`src/rtl/sram_port_arbiter_if.sv`:
```
// SRAM-like bus: address phase on req && addr_ok, response on data_ok.
// The master drives the request payload; the slave answers with the handshake and read data.
interface sram_port_arbiter_if;
   logic        req;
   logic        wr;
   logic [1:0]  size;
   logic [31:0] addr;
   logic [31:0] wdata;
   logic        addr_ok;
   logic        data_ok;
   logic [31:0] rdata;

   modport master (
      output req, wr, size, addr, wdata,
      input  addr_ok, data_ok, rdata
   );

   modport slave (
      input  req, wr, size, addr, wdata,
      output addr_ok, data_ok, rdata
   );
endinterface

```
`src/rtl/sram_port_arbiter.sv`:
```
// Shares one SRAM-like memory port between the fetch side (inst_if) and the
// data side (data_if). Data wins by default; after STARVE_LIM data grants in a
// row while fetch waits, fetch wins once. An in-order FIFO of source IDs routes
// each memory response back to whoever issued the matching request.
//
// Handshake: a request is held (req + payload stable) until req && addr_ok in
// the same cycle; a response is a single data_ok pulse, in request order, at
// least one cycle after its address phase.
module sram_port_arbiter #(
   parameter  int MAX_OUTST  = 2,
   parameter  int STARVE_LIM = 4,
   localparam int CW         = $clog2(MAX_OUTST + 1),
   localparam int SW         = $clog2(STARVE_LIM + 1)
) (
   input  logic                        clk,
   input  logic                        reset,
   sram_port_arbiter_if.slave          inst_if,
   sram_port_arbiter_if.slave          data_if,
   sram_port_arbiter_if.master         mem_if,
   output logic                        err_rsp,
   output logic [1:0]                  o_dbg_state,
   output logic [CW-1:0]               o_dbg_count,
   output logic [SW-1:0]               o_dbg_starve
);

   localparam int PW = (MAX_OUTST > 1) ? $clog2(MAX_OUTST) : 1;

   // Grant lock: once a winner is presented without addr_ok it keeps the port.
   typedef enum logic [1:0] {
      ST_OPEN      = 2'd0,
      ST_LOCK_INST = 2'd1,
      ST_LOCK_DATA = 2'd2
   } lock_state_t;

   lock_state_t           r_state;
   lock_state_t           w_state_nxt;

   logic [MAX_OUTST-1:0]  r_fifo;      // source ID per slot: 0=inst, 1=data
   logic [PW-1:0]         r_wptr;
   logic [PW-1:0]         r_rptr;
   logic [CW-1:0]         r_count;
   logic [SW-1:0]         r_starve;
   logic                  r_err;

   logic                  w_grant_data;
   logic                  w_src_req;
   logic                  w_full;
   logic                  w_starved;
   logic                  w_mem_req;
   logic                  w_push;
   logic                  w_pop;
   logic                  w_head;
   logic                  w_inst_acc;
   logic                  w_data_acc;
   logic [PW-1:0]         w_wptr_nxt;
   logic [PW-1:0]         w_rptr_nxt;

   assign w_full    = (r_count == CW'(MAX_OUTST));
   assign w_starved = (r_starve == SW'(STARVE_LIM));

   // Lock state register.
   always_ff @(posedge clk) begin
      if (reset) r_state <= ST_OPEN;
      else       r_state <= w_state_nxt;
   end

   // Grant selection, request gating and lock next-state.
   always_comb begin
      w_grant_data = 1'b0;
      w_src_req    = 1'b0;
      w_mem_req    = 1'b0;
      w_state_nxt  = r_state;
      case (r_state)
         ST_LOCK_INST: w_grant_data = 1'b0;
         ST_LOCK_DATA: w_grant_data = 1'b1;
         default:      w_grant_data = data_if.req && !(inst_if.req && w_starved);
      endcase
      w_src_req = w_grant_data ? data_if.req : inst_if.req;
      // Full is judged on the registered count, so a same-cycle pop never frees a slot early.
      w_mem_req = w_src_req && !w_full && !reset;
      if (w_mem_req && !mem_if.addr_ok)
         w_state_nxt = w_grant_data ? ST_LOCK_DATA : ST_LOCK_INST;
      else if (w_mem_req || !w_src_req)
         w_state_nxt = ST_OPEN;
   end

   // Shared port request path: a plain mux of the winner's payload.
   assign mem_if.req   = w_mem_req;
   assign mem_if.wr    = w_grant_data ? data_if.wr    : inst_if.wr;
   assign mem_if.size  = w_grant_data ? data_if.size  : inst_if.size;
   assign mem_if.addr  = w_grant_data ? data_if.addr  : inst_if.addr;
   assign mem_if.wdata = w_grant_data ? data_if.wdata : inst_if.wdata;

   // Address acknowledges pass straight through from the memory.
   assign w_push       = w_mem_req && mem_if.addr_ok;
   assign w_inst_acc   = w_push && !w_grant_data;
   assign w_data_acc   = w_push &&  w_grant_data;
   assign inst_if.addr_ok = w_inst_acc;
   assign data_if.addr_ok = w_data_acc;

   // Response routing from the FIFO head; a response with nothing outstanding is dropped.
   assign w_pop        = mem_if.data_ok && (r_count != '0) && !reset;
   assign w_head       = r_fifo[r_rptr];
   assign inst_if.data_ok = w_pop && !w_head;
   assign data_if.data_ok = w_pop &&  w_head;
   assign inst_if.rdata   = mem_if.rdata;
   assign data_if.rdata   = mem_if.rdata;

   assign w_wptr_nxt = (r_wptr == PW'(MAX_OUTST - 1)) ? '0 : r_wptr + 1'b1;
   assign w_rptr_nxt = (r_rptr == PW'(MAX_OUTST - 1)) ? '0 : r_rptr + 1'b1;

   // Ordering FIFO: pointers advance independently, count tracks occupancy.
   always_ff @(posedge clk) begin
      if (reset) begin
         r_fifo  <= '0;
         r_wptr  <= '0;
         r_rptr  <= '0;
         r_count <= '0;
      end else begin
         if (w_push) begin
            r_fifo[r_wptr] <= w_grant_data;
            r_wptr         <= w_wptr_nxt;
         end
         if (w_pop) r_rptr <= w_rptr_nxt;
         case ({w_push, w_pop})
            2'b10:   r_count <= r_count + CW'(1);
            2'b01:   r_count <= r_count - CW'(1);
            default: r_count <= r_count;
         endcase
      end
   end

   // Starvation counter: counts data wins while fetch waits, saturating at the limit.
   always_ff @(posedge clk) begin
      if (reset)                           r_starve <= '0;
      else if (!inst_if.req || w_inst_acc) r_starve <= '0;
      else if (w_data_acc && !w_starved)   r_starve <= r_starve + SW'(1);
   end

   // Sticky flag for a memory response that matches no outstanding request.
   always_ff @(posedge clk) begin
      if (reset)                                       r_err <= 1'b0;
      else if (mem_if.data_ok && (r_count == '0))      r_err <= 1'b1;
   end

   assign err_rsp      = r_err;
   assign o_dbg_state  = r_state;
   assign o_dbg_count  = r_count;
   assign o_dbg_starve = r_starve;

endmodule
```
`src/flat_wrapper.sv`:
```
// flat-port wrapper written by rule: the top's interface ports become plain ports
module sram_port_arbiter_flat 
#(
   parameter  int MAX_OUTST  = 2,
   parameter  int STARVE_LIM = 4,
   localparam int CW         = $clog2(MAX_OUTST + 1),
   localparam int SW         = $clog2(STARVE_LIM + 1)
)
  (clk, reset, err_rsp, o_dbg_state, o_dbg_count, o_dbg_starve, inst_if_req, inst_if_wr, inst_if_size, inst_if_addr, inst_if_wdata, inst_if_addr_ok, inst_if_data_ok, inst_if_rdata, data_if_req, data_if_wr, data_if_size, data_if_addr, data_if_wdata, data_if_addr_ok, data_if_data_ok, data_if_rdata, mem_if_req, mem_if_wr, mem_if_size, mem_if_addr, mem_if_wdata, mem_if_addr_ok, mem_if_data_ok, mem_if_rdata);
  sram_port_arbiter_if inst_if_i ();
  sram_port_arbiter_if data_if_i ();
  sram_port_arbiter_if mem_if_i ();
  input  logic clk;
  input  logic reset;
  output logic err_rsp;
  output logic [1:0] o_dbg_state;
  output logic [CW-1:0] o_dbg_count;
  output logic [SW-1:0] o_dbg_starve;
  input wire logic [$bits(inst_if_i.req)-1:0] inst_if_req;
  input wire logic [$bits(inst_if_i.wr)-1:0] inst_if_wr;
  input wire logic [$bits(inst_if_i.size)-1:0] inst_if_size;
  input wire logic [$bits(inst_if_i.addr)-1:0] inst_if_addr;
  input wire logic [$bits(inst_if_i.wdata)-1:0] inst_if_wdata;
  output wire logic [$bits(inst_if_i.addr_ok)-1:0] inst_if_addr_ok;
  output wire logic [$bits(inst_if_i.data_ok)-1:0] inst_if_data_ok;
  output wire logic [$bits(inst_if_i.rdata)-1:0] inst_if_rdata;
  input wire logic [$bits(data_if_i.req)-1:0] data_if_req;
  input wire logic [$bits(data_if_i.wr)-1:0] data_if_wr;
  input wire logic [$bits(data_if_i.size)-1:0] data_if_size;
  input wire logic [$bits(data_if_i.addr)-1:0] data_if_addr;
  input wire logic [$bits(data_if_i.wdata)-1:0] data_if_wdata;
  output wire logic [$bits(data_if_i.addr_ok)-1:0] data_if_addr_ok;
  output wire logic [$bits(data_if_i.data_ok)-1:0] data_if_data_ok;
  output wire logic [$bits(data_if_i.rdata)-1:0] data_if_rdata;
  output wire logic [$bits(mem_if_i.req)-1:0] mem_if_req;
  output wire logic [$bits(mem_if_i.wr)-1:0] mem_if_wr;
  output wire logic [$bits(mem_if_i.size)-1:0] mem_if_size;
  output wire logic [$bits(mem_if_i.addr)-1:0] mem_if_addr;
  output wire logic [$bits(mem_if_i.wdata)-1:0] mem_if_wdata;
  input wire logic [$bits(mem_if_i.addr_ok)-1:0] mem_if_addr_ok;
  input wire logic [$bits(mem_if_i.data_ok)-1:0] mem_if_data_ok;
  input wire logic [$bits(mem_if_i.rdata)-1:0] mem_if_rdata;
  assign inst_if_i.req = inst_if_req;
  assign inst_if_i.wr = inst_if_wr;
  assign inst_if_i.size = inst_if_size;
  assign inst_if_i.addr = inst_if_addr;
  assign inst_if_i.wdata = inst_if_wdata;
  assign inst_if_addr_ok = inst_if_i.addr_ok;
  assign inst_if_data_ok = inst_if_i.data_ok;
  assign inst_if_rdata = inst_if_i.rdata;
  assign data_if_i.req = data_if_req;
  assign data_if_i.wr = data_if_wr;
  assign data_if_i.size = data_if_size;
  assign data_if_i.addr = data_if_addr;
  assign data_if_i.wdata = data_if_wdata;
  assign data_if_addr_ok = data_if_i.addr_ok;
  assign data_if_data_ok = data_if_i.data_ok;
  assign data_if_rdata = data_if_i.rdata;
  assign mem_if_req = mem_if_i.req;
  assign mem_if_wr = mem_if_i.wr;
  assign mem_if_size = mem_if_i.size;
  assign mem_if_addr = mem_if_i.addr;
  assign mem_if_wdata = mem_if_i.wdata;
  assign mem_if_i.addr_ok = mem_if_addr_ok;
  assign mem_if_i.data_ok = mem_if_data_ok;
  assign mem_if_i.rdata = mem_if_rdata;
  sram_port_arbiter #(.MAX_OUTST(MAX_OUTST), .STARVE_LIM(STARVE_LIM)) u_core (.clk(clk), .reset(reset), .inst_if(inst_if_i), .data_if(data_if_i), .mem_if(mem_if_i), .err_rsp(err_rsp), .o_dbg_state(o_dbg_state), .o_dbg_count(o_dbg_count), .o_dbg_starve(o_dbg_starve));
endmodule
```
`config.mk`:
```
export PLATFORM = sky130hd
export DESIGN_NAME = sram_port_arbiter_flat
export DESIGN_NICKNAME = d
export VERILOG_FILES = /design/src/rtl/sram_port_arbiter_if.sv /design/src/rtl/sram_port_arbiter.sv /design/src/flat_wrapper.sv
export SDC_FILE = /design/constraint.sdc
export NUM_CORES = 1
export LEC_CHECK = 0
export BUFFER_PORTS_ARGS = -buffer_cell sky130_fd_sc_hd__buf_4
export CAP_MARGIN = 20
export CORE_AREA = 5 5 121 123
export CTS_CLUSTER_SIZE = 10
export DETAILED_ROUTE_END_ITERATION = 12
export DIE_AREA = 0 0 126 128
export PLACE_DENSITY_LB_ADDON = 0.3
export SYNTH_ARGS = -nofsm -noshare
export SYNTH_HDL_FRONTEND = slang
export SYNTH_SLANG_ARGS = --single-unit
```
`constraint.sdc`:
```
create_clock -name clk -period 2.5 [get_ports clk]
set_input_delay 0 -clock clk [delete_from_list [all_inputs] [get_ports clk]]
set_output_delay 0 -clock clk [all_outputs]
set_load 0.005 [all_outputs]
```
==> key figures <==
Cells and area
  • Final net count: 556
  • Most frequent cells in the layout: 222 x buf_4, 67 x mux2_2, 12 x dfxtp_1
  • Share of cells above drive strength 1: 79.42%
  • Diodes inserted: 0
  • Most common cell after layout, fill and taps aside: buf_4
  • Area growth, synth to finish: 76.45%

Place
  • Post-DP HPWL: 7232 um
  • Port Buf Inserts: 219
  • Pre-CTS WS: 144.0 ps
  • Routability Congestion: 0.8145

Worst setup path
  • Setup crit start kind: flop
  • Worst EP arrival: 2490 ps
  • Crit-path slowest cell: ha_2
  • WS Path Type: reg2reg
  • Critical Path RT: 2670 ps
  • Crit. End Element: flop
  • Worst-path cell chain: inv_1, ha_2, o21ai_2, a221oi_4, and2_1, inv_2, ha_1, or3_1, a21oi_1
  • Worst reg2reg setup slack: 180 ps
  • Largest fanout on the critical path: 5
  • Largest stage delay, worst path: 380 ps

Synthesis
  • Syn_nets: 399
  • Post-synth cell types: 37
  • Main area contributors after synthesis: mux2_2 38%, buf_4 24%, dfxtp_1 12%
  • Syn_area_per_cell: 8.910 um2
  • Netlist Area Pre-Place: 1987 um2
  • Syn. warnings: 0
  • Post-synthesis cell count: 223
  • Post-synth top area share: 37.97%
  • Synth async-reset ratio: 0%
  • Largest area contributor in the netlist: mux2_2
  • Yosys reg bits: 12
  • Register area share after synthesis: 12.09%
  • Post-synth top flop: dfxtp_1
  • EDFF count, synth: 0

Power and ir drop
  • Max VDD drop: 0.2198 mV
  • Leakage: 1.654 nW
  • Sw Share: 26.22%
  • Sw power: 0.3032 mW
  • Comb pwr share: 53.2%
  • Clock Power Share: 28.2%
  • Pwr Total: 1.157 mW
  • Sequential power share: 18.6%
  • Power per Cell Area: 329.9 nW/um2
  • P_int: 0.8535 mW

Clock tree
  • CTS buffer count: 3
  • Clk slew on worst S/H paths: 40 ps
  • H-Tree Depth: 1
  • Worst-skew pair later-pin latency: 240 ps
  • Clock root buffer: clkbuf_16
  • TritonCTS Sinks: 12
  • CTS max path bufs: 2
  • CTS tree: yes

Timing
  • Worst Tran Pin Value: 393.2 ps
  • Post-layout minimum cycle time: 2320 ps
  • Fin. max-slew vios: 0
  • Relative slew slack: 73.79%
  • Final setup viols: 0
  • Hold Fails Final Rpt: 0
  • F_max: 431.0 MHz
  • Final TNS setup: 0 ps
  • Hold Worst Slack: 0.002886 ps
  • RSZ-0062 raised after global routing: no
  • Tcrit/Tclk final: 92.80%
  • Final worst slack: 179.9 ps
  • Fin Clk Skew: 0.7020 ps

Die
  • Die ar.: 16,130 um2
  • Starting Density: 14.65%
  • Die height: 128 um
  • Num rows: 43
  • Core footprint: 13,560 um2
  • I/O pins: 316
  • Die span in x: 126 um

Global routing
  • First-pass GRT wire length: 11,900 um
  • Gr usage total: 9.085%
  • Initial antenna violation count: 0
  • Largest net degree at the start of global routing: 38
  • Grt total ovfl: 0
  • Vias in the first global route: 2,280

Route
  • Routed len/inst: 14.65 um
  • Drt total wl: 8189 um
  • DR iter-0 viols: 65
  • ANT nets after route: 0
  • Avg Vias per Cell: 3.753
  • Via count: 2,098
  • Pre-antenna DRT Iters: 4
  • Drc violations: 0

Job
  • Max_cap viols: 0

Min path
  • Hold crit path type: in2out

Run status
  • Status: completed
[per-layer routing]
layer | wire, um | global-route usage, %
met5 | 0 | 0
met4 | 25 | 1.009
met3 | 926 | 3.875
met2 | 4374 | 17.18
met1 | 2863 | 9.678
[power groups by stage]
stage	combinational (mW)	sequential [mW]	clock, mW
2_1_floorplan	0.315	0.217	0
3_3_place_gp	0.620	0.218	0
3_5_place_dp	0.625	0.219	0
4_1_cts	0.630	0.215	0.331
5_1_grt	0.665	0.217	0.345
6_report	0.616	0.215	0.326
[cell usage after synthesis (2+ instances only)]
master,n
buf_4,64
nand2b_1,4
inv_1,6
ha_1,4
nand3_1,3
nand2_1,6
clkbuf_1,2
o21ai_0,2
or3_1,2
mux2_2,67
and2_1,2
buf_2,7
dfxtp_1,12
nand4_1,3
a31oi_1,4
a311oi_1,2
a21oi_1,5
o2bb2ai_1,2
xor2_1,2
nor2_1,7
[cell families (layout without fill, tap and decap cells)]
logic type	count (synthesis)	after routing	share of synthesized area, %
mux	67	67	37.97
buf+inv	80	236	27.64
compound gates	24	24	9.636
xor+xnor	3	3	1.323
fa+ha+maj	4	4	2.519
flops	12	12	12.09
simple gates	33	33	8.817
[state kept, by name (all words and copies together) (netlist names)]
name                 count
u_core.o_dbg_starve      3
u_core.o_dbg_count       2
u_core.o_dbg_state       2
u_core.r_fifo            2
u_core.err_rsp           1
u_core.r_rptr            1
u_core.r_wptr            1
[metrics by stage]
stage               utilization, %  cell area (um2)  std cells
global placement             25.11             3405        554
detailed placement           25.11             3405        554
finish                       25.86             3506        559
global route                 25.86             3506        559
CTS                          25.84             3503        559
floorplan                        -             1987        223
[layout make-up]
cell class | count | area (um2)
fill | 1481 | 10050
timing repair buffer | 225 | 1717
multi-input combinational | 131 | 1209
sequential | 12 | 240.2
tap | 180 | 225.2
clock buffer | 4 | 88.84
inverter | 7 | 26.28
[worst max-delay path: cells and delay by family (launching register included)]
kind                       cells  cell delay [ps]
DFF                            1              340
adders and majority gates      2              690
AOI/OAI and AO/OA              3              530
and+or+nand+nor                2              560
buffers and inverters          2              120
[worst paths after layout]
| kind | from | to | depth (start not counted) |
|---|---|---|---|
| max | u_core.o_dbg_state[0] | u_core.o_dbg_count[1] | 9 |
| min | mem_if_rdata[11] | inst_if_rdata[11] | 0 |
| max reg2reg | u_core.o_dbg_state[0] | u_core.o_dbg_count[1] | 9 |
| min reg2reg | u_core.o_dbg_state[0] | u_core.o_dbg_state[0] | 2 |
[repair_timing]
item | in CTS | in global routing
setup buffers | 0 | 0
setup endpoints to repair | 0 | 1
resized for setup | 0 | 1
hold buffers | 1 | 0
hold endpoints to repair | 1 | 0
(Power assumes the default switching activity.)
